[src/rtl/m3ds_ahb_slave_mux.sv]
// AHB data-phase return path for the M3 DesignStart peripheral subsystem.
// Tracks the data-phase owner, muxes slave responses and hosts the default (ERROR) slave.
module m3ds_ahb_slave_mux #(
    parameter int unsigned CNT_WIDTH = 8,
    parameter logic [31:0] ERR_RDATA = 32'h0000_0000
) (
    input  logic                 HCLK_i,
    input  logic                 HRESET_i,
    input  logic                 HSEL_i,
    input  logic [1:0]           HTRANS_i,
    input  logic                 HREADY_i,
    input  logic                 HSEL0_i,
    input  logic                 HSEL2_i,
    input  logic                 HSEL3_i,
    input  logic                 HSEL4_i,
    input  logic                 HSEL5_i,
    input  logic                 HSEL6_i,
    input  logic [31:0]          HRDATA2_i,
    input  logic [31:0]          HRDATA3_i,
    input  logic [31:0]          HRDATA4_i,
    input  logic [31:0]          HRDATA5_i,
    input  logic [31:0]          HRDATA6_i,
    input  logic                 HREADYOUT2_i,
    input  logic                 HREADYOUT3_i,
    input  logic                 HREADYOUT4_i,
    input  logic                 HREADYOUT5_i,
    input  logic                 HREADYOUT6_i,
    input  logic                 HRESP2_i,
    input  logic                 HRESP3_i,
    input  logic                 HRESP4_i,
    input  logic                 HRESP5_i,
    input  logic                 HRESP6_i,
    input  logic                 err_clr_i,
    output logic [31:0]          HRDATA_o,
    output logic                 HREADYOUT_o,
    output logic                 HRESP_o,
    output logic [CNT_WIDTH-1:0] err_count_o
);

    typedef enum logic [2:0] {
        SEL_NONE    = 3'd0,
        SEL_DEF     = 3'd1,
        SEL_GPIO0   = 3'd2,
        SEL_GPIO1   = 3'd3,
        SEL_GPIO2   = 3'd4,
        SEL_GPIO3   = 3'd5,
        SEL_SYSCTRL = 3'd6
    } sel_e;

    typedef enum logic [1:0] {
        ST_IDLE = 2'd0,
        ST_ERR1 = 2'd1,
        ST_ERR2 = 2'd2
    } st_e;

    // Lowest-index slave wins; an HSEL_i hit with no slave select is a protection fault.
    function automatic sel_e decode_sel(input logic hsel, input logic hsel0,
                                        input logic [4:0] hsel_slv);
        sel_e r;
        r = SEL_NONE;
        if (hsel_slv[0]) begin
            r = SEL_GPIO0;
        end else if (hsel_slv[1]) begin
            r = SEL_GPIO1;
        end else if (hsel_slv[2]) begin
            r = SEL_GPIO2;
        end else if (hsel_slv[3]) begin
            r = SEL_GPIO3;
        end else if (hsel_slv[4]) begin
            r = SEL_SYSCTRL;
        end else if (hsel0) begin
            r = SEL_DEF;
        end else if (hsel) begin
            r = SEL_DEF;
        end else begin
            r = SEL_NONE;
        end
        return r;
    endfunction

    function automatic logic [CNT_WIDTH-1:0] sat_inc(input logic [CNT_WIDTH-1:0] v);
        logic [CNT_WIDTH-1:0] r;
        if (v == {CNT_WIDTH{1'b1}}) begin
            r = v;
        end else begin
            r = v + CNT_WIDTH'(1);
        end
        return r;
    endfunction

    sel_e                 sel_q, sel_d;
    st_e                  state_q, state_d;
    logic [CNT_WIDTH-1:0] err_count_q, err_count_d;
    sel_e                 addr_sel_s;
    logic                 cap_def_s;
    logic                 unused_s;

    // HTRANS_i[0] only separates NONSEQ/SEQ or IDLE/BUSY, which behave alike here.
    assign unused_s = HTRANS_i[0];

    // Address-phase decode and detection of an active transfer captured by the default slave.
    always_comb begin
        addr_sel_s = decode_sel(HSEL_i, HSEL0_i,
                                {HSEL6_i, HSEL5_i, HSEL4_i, HSEL3_i, HSEL2_i});
        cap_def_s  = HREADY_i & (addr_sel_s == SEL_DEF) & HTRANS_i[1];
    end

    // Data-phase owner only advances when the bus accepts an address phase.
    always_comb begin
        sel_d = sel_q;
        if (HREADY_i) begin
            sel_d = addr_sel_s;
        end else begin
            sel_d = sel_q;
        end
    end

    // Default-slave ERROR sequencer next state.
    always_comb begin
        state_d = state_q;
        case (state_q)
            ST_IDLE: begin
                if (cap_def_s) begin
                    state_d = ST_ERR1;
                end else begin
                    state_d = ST_IDLE;
                end
            end
            ST_ERR1: state_d = ST_ERR2;
            ST_ERR2: begin
                if (cap_def_s) begin
                    state_d = ST_ERR1;
                end else begin
                    state_d = ST_IDLE;
                end
            end
            default: state_d = ST_IDLE;
        endcase
    end

    // Error counter: clear beats a same-cycle ERR1 entry.
    always_comb begin
        err_count_d = err_count_q;
        if (err_clr_i) begin
            err_count_d = {CNT_WIDTH{1'b0}};
        end else if (state_d == ST_ERR1) begin
            err_count_d = sat_inc(err_count_q);
        end else begin
            err_count_d = err_count_q;
        end
    end

    // State registers.
    always_ff @(posedge HCLK_i or posedge HRESET_i) begin
        if (HRESET_i) begin
            sel_q       <= SEL_NONE;
            state_q     <= ST_IDLE;
            err_count_q <= {CNT_WIDTH{1'b0}};
        end else begin
            sel_q       <= sel_d;
            state_q     <= state_d;
            err_count_q <= err_count_d;
        end
    end

    // Response mux driven from the registered owner so slaves pass through without added waits.
    always_comb begin
        HRDATA_o    = 32'h0000_0000;
        HREADYOUT_o = 1'b1;
        HRESP_o     = 1'b0;
        case (sel_q)
            SEL_GPIO0: begin
                HRDATA_o    = HRDATA2_i;
                HREADYOUT_o = HREADYOUT2_i;
                HRESP_o     = HRESP2_i;
            end
            SEL_GPIO1: begin
                HRDATA_o    = HRDATA3_i;
                HREADYOUT_o = HREADYOUT3_i;
                HRESP_o     = HRESP3_i;
            end
            SEL_GPIO2: begin
                HRDATA_o    = HRDATA4_i;
                HREADYOUT_o = HREADYOUT4_i;
                HRESP_o     = HRESP4_i;
            end
            SEL_GPIO3: begin
                HRDATA_o    = HRDATA5_i;
                HREADYOUT_o = HREADYOUT5_i;
                HRESP_o     = HRESP5_i;
            end
            SEL_SYSCTRL: begin
                HRDATA_o    = HRDATA6_i;
                HREADYOUT_o = HREADYOUT6_i;
                HRESP_o     = HRESP6_i;
            end
            SEL_DEF: begin
                HRDATA_o = ERR_RDATA;
                case (state_q)
                    ST_ERR1: begin
                        HREADYOUT_o = 1'b0;
                        HRESP_o     = 1'b1;
                    end
                    ST_ERR2: begin
                        HREADYOUT_o = 1'b1;
                        HRESP_o     = 1'b1;
                    end
                    default: begin
                        HREADYOUT_o = 1'b1;
                        HRESP_o     = 1'b0;
                    end
                endcase
            end
            default: begin
                HRDATA_o    = 32'h0000_0000;
                HREADYOUT_o = 1'b1;
                HRESP_o     = 1'b0;
            end
        endcase
    end

    assign err_count_o = err_count_q;

endmodule

[config.mk]
export PLATFORM = sky130hd
export DESIGN_NAME = m3ds_ahb_slave_mux
export DESIGN_NICKNAME = d
export VERILOG_FILES = /design/src/rtl/m3ds_ahb_slave_mux.sv
export SDC_FILE = /design/constraint.sdc
export NUM_CORES = 1
export LEC_CHECK = 0
export CORE_AREA = 2 2 87 89
export DETAILED_ROUTE_END_ITERATION = 12
export DIE_AREA = 0 0 89 91
export PLACE_DENSITY = 0.81
export REMOVE_ABC_BUFFERS = 1
export SLEW_MARGIN = 15
export SYNTH_ARGS = -nofsm -noshare
export SYNTH_HDL_FRONTEND = slang
export SYNTH_SLANG_ARGS = --single-unit
[constraint.sdc]
create_clock -name HCLK_i -period 2.2 [get_ports HCLK_i]
set_clock_uncertainty 0.1 [all_clocks]
set_input_delay 0.44 -clock HCLK_i [delete_from_list [all_inputs] [get_ports HCLK_i]]
set_output_delay 0.44 -clock HCLK_i [all_outputs]
set_load 0.02 [all_outputs]
==> impl_metrics.toml, run 1 <==
[cells_and_area]
syn2layout_area_growth_pct = 149
fin_area_sq_mm = 0.00480
layout_commonest_cell = "sky130_fd_sc_hd__clkdlybuf4s50_1"
final_nets = 672
final_core_util_pct = 67.3
nFillCells = 622
layout_cells_sized_above_1_pct = 25.0
layout_common_cells = "189 x sky130_fd_sc_hd__clkdlybuf4s50_1, 45 x sky130_fd_sc_hd__buf_4, 33 x sky130_fd_sc_hd__mux2i_1"
layout.cells.non_filler = 583
num_antenna_cells = 0

[run]
max_cap_viol_count = 0

[clock_tree]
max-clock-path-buffers = 2
cts.sinks = 13
numCtsBuffers = 3
cts.hold.buffers_added = 0
cts.htree.levels = 1
cts_root_buf = "sky130_fd_sc_hd__clkbuf_8"
cts.reportedPaths.clkPinSlew_ps = 60
cts_tree = "done"
clk_latency_ps = 250

[synth]
main_area_contributors_after_synthesis = "sky130_fd_sc_hd__mux2i_1 18%, sky130_fd_sc_hd__dfrtp_1 17%, sky130_fd_sc_hd__o221ai_1 15%"
synthDistinctLibCells = 32
synth-seq-cells = 13
yosysTopAreaCell = "sky130_fd_sc_hd__mux2i_1"
netlist_area_sq_mm = 0.00193
avgSynthCellArea_sq_um = 7.82
ys.warnings.count = 0
synth_largest_type_area_fraction_pct = 17.6
synth_cells = 247
synth-seq-area-share_pct = 16.9

[worst_setup_path]
cp.required_ps = 1660
setup.worst_path.class = "flip-flop to output pin"
start_kind = "flip-flop"
crit_arrival_ps = 1700
path_cells = "inv_2, ha_4, mux2_4, a221oi_2, a21oi_1, buf_4"
slowest_delay_ps = 390
timing.critical_path.max_delay_family = "flip-flops"
critical_path_cell_count = 6
rr_worst_depth = 8
cp_num_buf_inv = 2
crit_path_top_delay_cell = "sky130_fd_sc_hd__dfrtp_1"
setup.worst_path.end_class = "output pin"
worstPathMaxFanout = 2

[global_routing]
grtUsageTotal_pct = 25.0
grtUsageMet1_pct = 30.3
grt_max_degree = 34
antenna_found_initial = 0
grt_pass1_vias = 3090
grt_pass1_wl_um = 16100
busiest_layer = "met2"
use_met3_pct = 3.64
globalRouteMet2Util_pct = 43.0
overflow = 0

[power_and_ir_drop]
cellPowerDensity_mw_per_mm2 = 359
cellLeakagePower_nw = 1.86
worst_ir_drop_on_vdd_mv = 0.322

[sta]
rsz0062_at_grt = "true"
hold_viol_final = 0
layout_worst_path_cycle_share_pct = 102
maxSlewViolCount = 0
max_clock_freq_mhz = 447
final.min_clock_period_ps = 2240
finalWorstSetupSlack_ps = -35.2
report.final.setup_viol = 1
worst-slew-pin-transition_ps = 604
slew_headroom_pct = 59.6

[routing]
drc = 0
finalWirelength_um = 11700
drt_iter0_markers = 133
via_count_of_the_routed_design = 3113
via_density_per_instance = 5.34
drt_pre_antenna_iters = 5
postRouteAntennaNets = 0
wl_per_cell_um = 20.1

[status]
status = "finished with violations"
violated_checks = "setup timing"

[placement]
place_area_sq_mm = 0.00445
port_buffers = 223
gp_routability_congestion = 0.884
place.detailed.hpwl_um = 8620
post-place-cells = 570

[floorplanning]
floorplan.rows = 31
initial_utilization_pct = 27.1
coreArea_sq_mm = 0.00714
floorplan.die.width_um = 89
dieHeight_um = 91
floorplan.die_area_sq_mm = 0.00810
io-pin-count = 225

[hold_path]
worstHoldPathType = "input pin to asynchronous set/reset pin"
-- Yosys cell counts, drive strengths merged --
| cell | instances |
|---|---|
| and4 | 1 |
| o221ai | 32 |
| o21ba | 1 |
| nor4b | 3 |
| buf | 6 |
| mux2 | 8 |
| clkbuf | 20 |
| ha | 4 |
| o21ai | 3 |
| nand2 | 37 |
| nor2 | 13 |
| dfrtp | 13 |
| a31oi | 1 |
| o211ai | 1 |
| clkinv | 1 |
| a21oi | 7 |
| nor3 | 1 |
| nor2b | 8 |
| o21bai | 1 |
| nor4 | 3 |
| o311ai | 1 |
| a22oi | 32 |
| o31ai | 2 |
| or4 | 1 |
| o211a | 1 |
| a221oi | 1 |
| nand3 | 3 |
| or4b | 1 |
| mux2i | 34 |
| nand4 | 2 |
| inv | 5 |
-- final timing paths --
kind                                        to      startpoint  slack [ps]
worst max-delay path                   HRESP_o      state_q[1]         -40
worst min-delay path            err_count_o[5]        HRESET_i         410
worst max register to register  err_count_o[2]      state_q[0]         150
worst min register to register  err_count_o[1]  err_count_o[1]         500
max in group asynchronous             sel_q[0]        HRESET_i        1230
min in group HCLK_i             err_count_o[1]  err_count_o[1]         500
-- sequential cells by signal, indices dropped and copies added, names as in the netlist --
name / cells
err_count_o: 8
sel_q: 3
state_q: 2
-- area by class of cell --
type	instances	area [sq um]	area share [%]
flip-flops and latches	13	328	6.83
multi-input cells	202	1670	34.7
clock buffers	4	45.0	0.938
repair buffers	259	2610	54.4
inverters	6	22.5	0.469
well taps	99	124	2.58
-- routing by layer --
metal / vias up / part of all wire, % / routed length (um)
met5: - / 0 / 0
met4: 0 / 3.8 / 450
met3: 33 / 8.6 / 1000
met2: 163 / 49 / 5750
met1: 1470 / 38 / 4510
li1: 1447 / - / -
-- cells by family (layout without fill, tap and decap cells) --
logic type	Yosys count	count (layout)	share of synthesized area [%]
AND/OR/NAND/NOR	73	73	18.0
AO/OA/AOI/OAI	83	83	33.4
multiplexers	42	42	22.3
adder cells (fa/ha/maj)	4	4	2.59
buffers and inverters	32	269	6.93
flip-flops	13	13	16.9
-- through the flow --
| step | power (mW) | worst slack, ps | setup TNS, ps | hold slack, ps |
|---|---|---|---|---|
| 3_3_place_gp | 1.38 | -277 | -5440 | 487 |
| 3_5_place_dp | 1.39 | -285 | -6000 | 494 |
| 4_1_cts | 1.53 | -55.8 | -218 | 430 |
| 5_1_grt | 1.79 | -82.5 | -755 | 470 |
| 6_report | 1.73 | -35.2 | -35.2 | 411 |
| 2_1_floorplan | 0.697 | -1560 | -52410 | 217 |
-- report_power, final --
part | total, mW | internal (mW) | switching [mW]
Combinational | 1.25 | 0.704 | 0.545
Sequential | 0.255 | 0.245 | 0.00938
Clock | 0.222 | 0.128 | 0.0939
-- repair_timing --
item / CTS / global route
setup buffers: 0 / 3
setup endpoints to repair: 34 / 35
endpoints found under the hold margin: 0 / 0
pin swaps: 0 / 6
cloned: 0 / 6
resized for setup: 168 / 94
No activity file was read; power rests on OpenSTA's default activity.
==> run 2: changes to the inputs <==
- GPL_TIMING_DRIVEN: not set -> 0
==> run 2 against run 1 <==
- the flow still finishes with violations (setup timing)
- hold slack better by 6.6 ps
- sequential share of layout area shrank 0.53 points
- count of clock-buffer cells in the layout did not move
- global-route usage increased by 4.8 points
- combinational power rose by 15%
- first-iteration DRC count is 5.3% higher
- critical path type unchanged
- highest routed layer unchanged
==> impl_metrics.toml, run 2 (synthesized netlist as in run 1, its figures left out) <==
[floorplanning]
floorplan.die.width_um = 89
floorplan.die_area_sq_mm = 0.00810
floorplan.rows = 31
initial_utilization_pct = 27.1
coreArea_sq_mm = 0.00714
io-pin-count = 225
dieHeight_um = 91

[clock_tree]
cts_root_buf = "sky130_fd_sc_hd__clkbuf_8"
cts.reportedPaths.clkPinSlew_ps = 60
cts.hold.buffers_added = 0
cts.sinks = 13
numCtsBuffers = 3
max-clock-path-buffers = 2
cts_tree = "done"
clk_latency_ps = 250
cts.htree.levels = 1

[status]
status = "finished with violations"
violated_checks = "setup timing"

[cells_and_area]
final_nets = 677
num_antenna_cells = 0
layout_cells_sized_above_1_pct = 39.3
syn2layout_area_growth_pct = 175
layout_common_cells = "188 x sky130_fd_sc_hd__clkdlybuf4s50_1, 34 x sky130_fd_sc_hd__mux2i_1, 31 x sky130_fd_sc_hd__buf_4"
final_core_util_pct = 74.4
layout_commonest_cell = "sky130_fd_sc_hd__clkdlybuf4s50_1"
largest_register_ffs = 8

[sta]
slew_headroom_pct = 63.4
final.min_clock_period_ps = 2290
hold_viol_final = 0
timing.hold.ws_ps = 417
rsz0062_at_grt = "true"
max_clock_freq_mhz = 437
worst-slew-pin-transition_ps = 549
layout_worst_path_cycle_share_pct = 104
final_setup_tns_ps = -533
report.final.setup_viol = 18
maxSlewViolCount = 0
finalWorstSetupSlack_ps = -88.5

[global_routing]
antenna_found_initial = 0
overflow = 0
grtUsageTotal_pct = 29.8
grt_max_degree = 34
grt_pass1_wl_um = 18600
grt_pass1_vias = 3420

[worst_setup_path]
cp.required_ps = 1660
r2r-start = "state_q[0]"
worstPathMaxFanout = 8
setup.worst_path.class = "flip-flop to output pin"
setup.worst_path.end_class = "output pin"
rr_worst_depth = 7
worstReg2RegEnd = "err_count_o[2]"
crit_arrival_ps = 1750
ff2ff_setup_slack_ps = 170
start_kind = "flip-flop"

[routing]
postRouteAntennaNets = 0
drt_pre_antenna_iters = 4
via_density_per_instance = 5.62
via_count_of_the_routed_design = 3303
wl_per_cell_um = 23.9
finalWirelength_um = 14100
drt_iter0_markers = 140
drc = 0

[placement]
port_buffers = 223
place.detailed.hpwl_um = 8370
gp_routability_congestion = 0.842

[run]
max_cap_viol_count = 0

[power_and_ir_drop]
worst_ir_drop_on_vdd_mv = 0.336
cellLeakagePower_nw = 2.07
cellPowerDensity_mw_per_mm2 = 362
totalPowerFinal_mw = 1.92

[hold_path]
worstHoldPathType = "input pin to asynchronous set/reset pin"
==> run 2: cell type report <==
| type | count | area, sq um |
|---|---|---|
| Sequential cell | 13 | 334 |
| Clock buffer | 4 | 45.0 |
| Multi-Input combinational cell | 204 | 2090 |
| Tap cell | 99 | 124 |
| Timing Repair Buffer | 261 | 2670 |
| Inverter | 6 | 35.0 |
| Fill cell | 512 | 1830 |
| Timing Repair inverter | 1 | 8.76 |
==> run 2: repair_timing <==
| item | in CTS | in global routing |
|---|---|---|
| pin swaps | 29 | 27 |
| cloned | 6 | 0 |
| buffers inserted | 27 | 9 |
| resized for setup | 300 | 78 |
| endpoints found under the setup margin | 42 | 40 |
==> run 2: power by group <==
| part | internal (mW) | total (mW) | switching, mW | leakage [nW] |
|---|---|---|---|---|
| logic | 0.784 | 1.44 | 0.658 | 1.88 |
| registers | 0.247 | 0.260 | 0.0124 | 0.172 |
| clock network | 0.128 | 0.220 | 0.0920 | 0.0228 |
==> run 2: metal layers <==
layer | GRT usage (%) | part of all wire, % | vias to the layer above
li1 | - | - | 1465
met1 | 30.9 | 34 | 1562
met2 | 54.7 | 50 | 211
met3 | 8.45 | 10 | 65
met4 | 12.1 | 5.4 | 0
met5 | 0 | 0 | -
==> run 2: worst max-delay path by stage <==
stage          startpoint      endpoint  cells past startpoint
4_1_cts          sel_q[0]  HRDATA_o[16]                      8
5_1_grt          sel_q[0]   HRDATA_o[4]                      5
3_5_place_dp     sel_q[2]  HRDATA_o[21]                      4
2_1_floorplan    sel_q[0]   HRDATA_o[0]                      3
6_report         sel_q[0]  HRDATA_o[16]                      6
3_3_place_gp     sel_q[0]  HRDATA_o[16]                      4
==> run 2: through the flow <==
stage	area, sq um	std cells	setup slack [ps]
detailed placement	4250	546	-1820
finish	5310	588	-88.5
global placement	4180	543	-3250
floorplan	1820	221	-1560
CTS	4970	583	-148
global route	5310	588	-238
==> run 2: critical path, cell delays in order (launching register included) <==
cell                       delay (ps)
sky130_fd_sc_hd__dfrtp_4          520
sky130_fd_sc_hd__buf_6            140
sky130_fd_sc_hd__nor2b_4          160
sky130_fd_sc_hd__buf_12           160
sky130_fd_sc_hd__a22oi_2           90
sky130_fd_sc_hd__o221ai_2         220
sky130_fd_sc_hd__buf_4            200
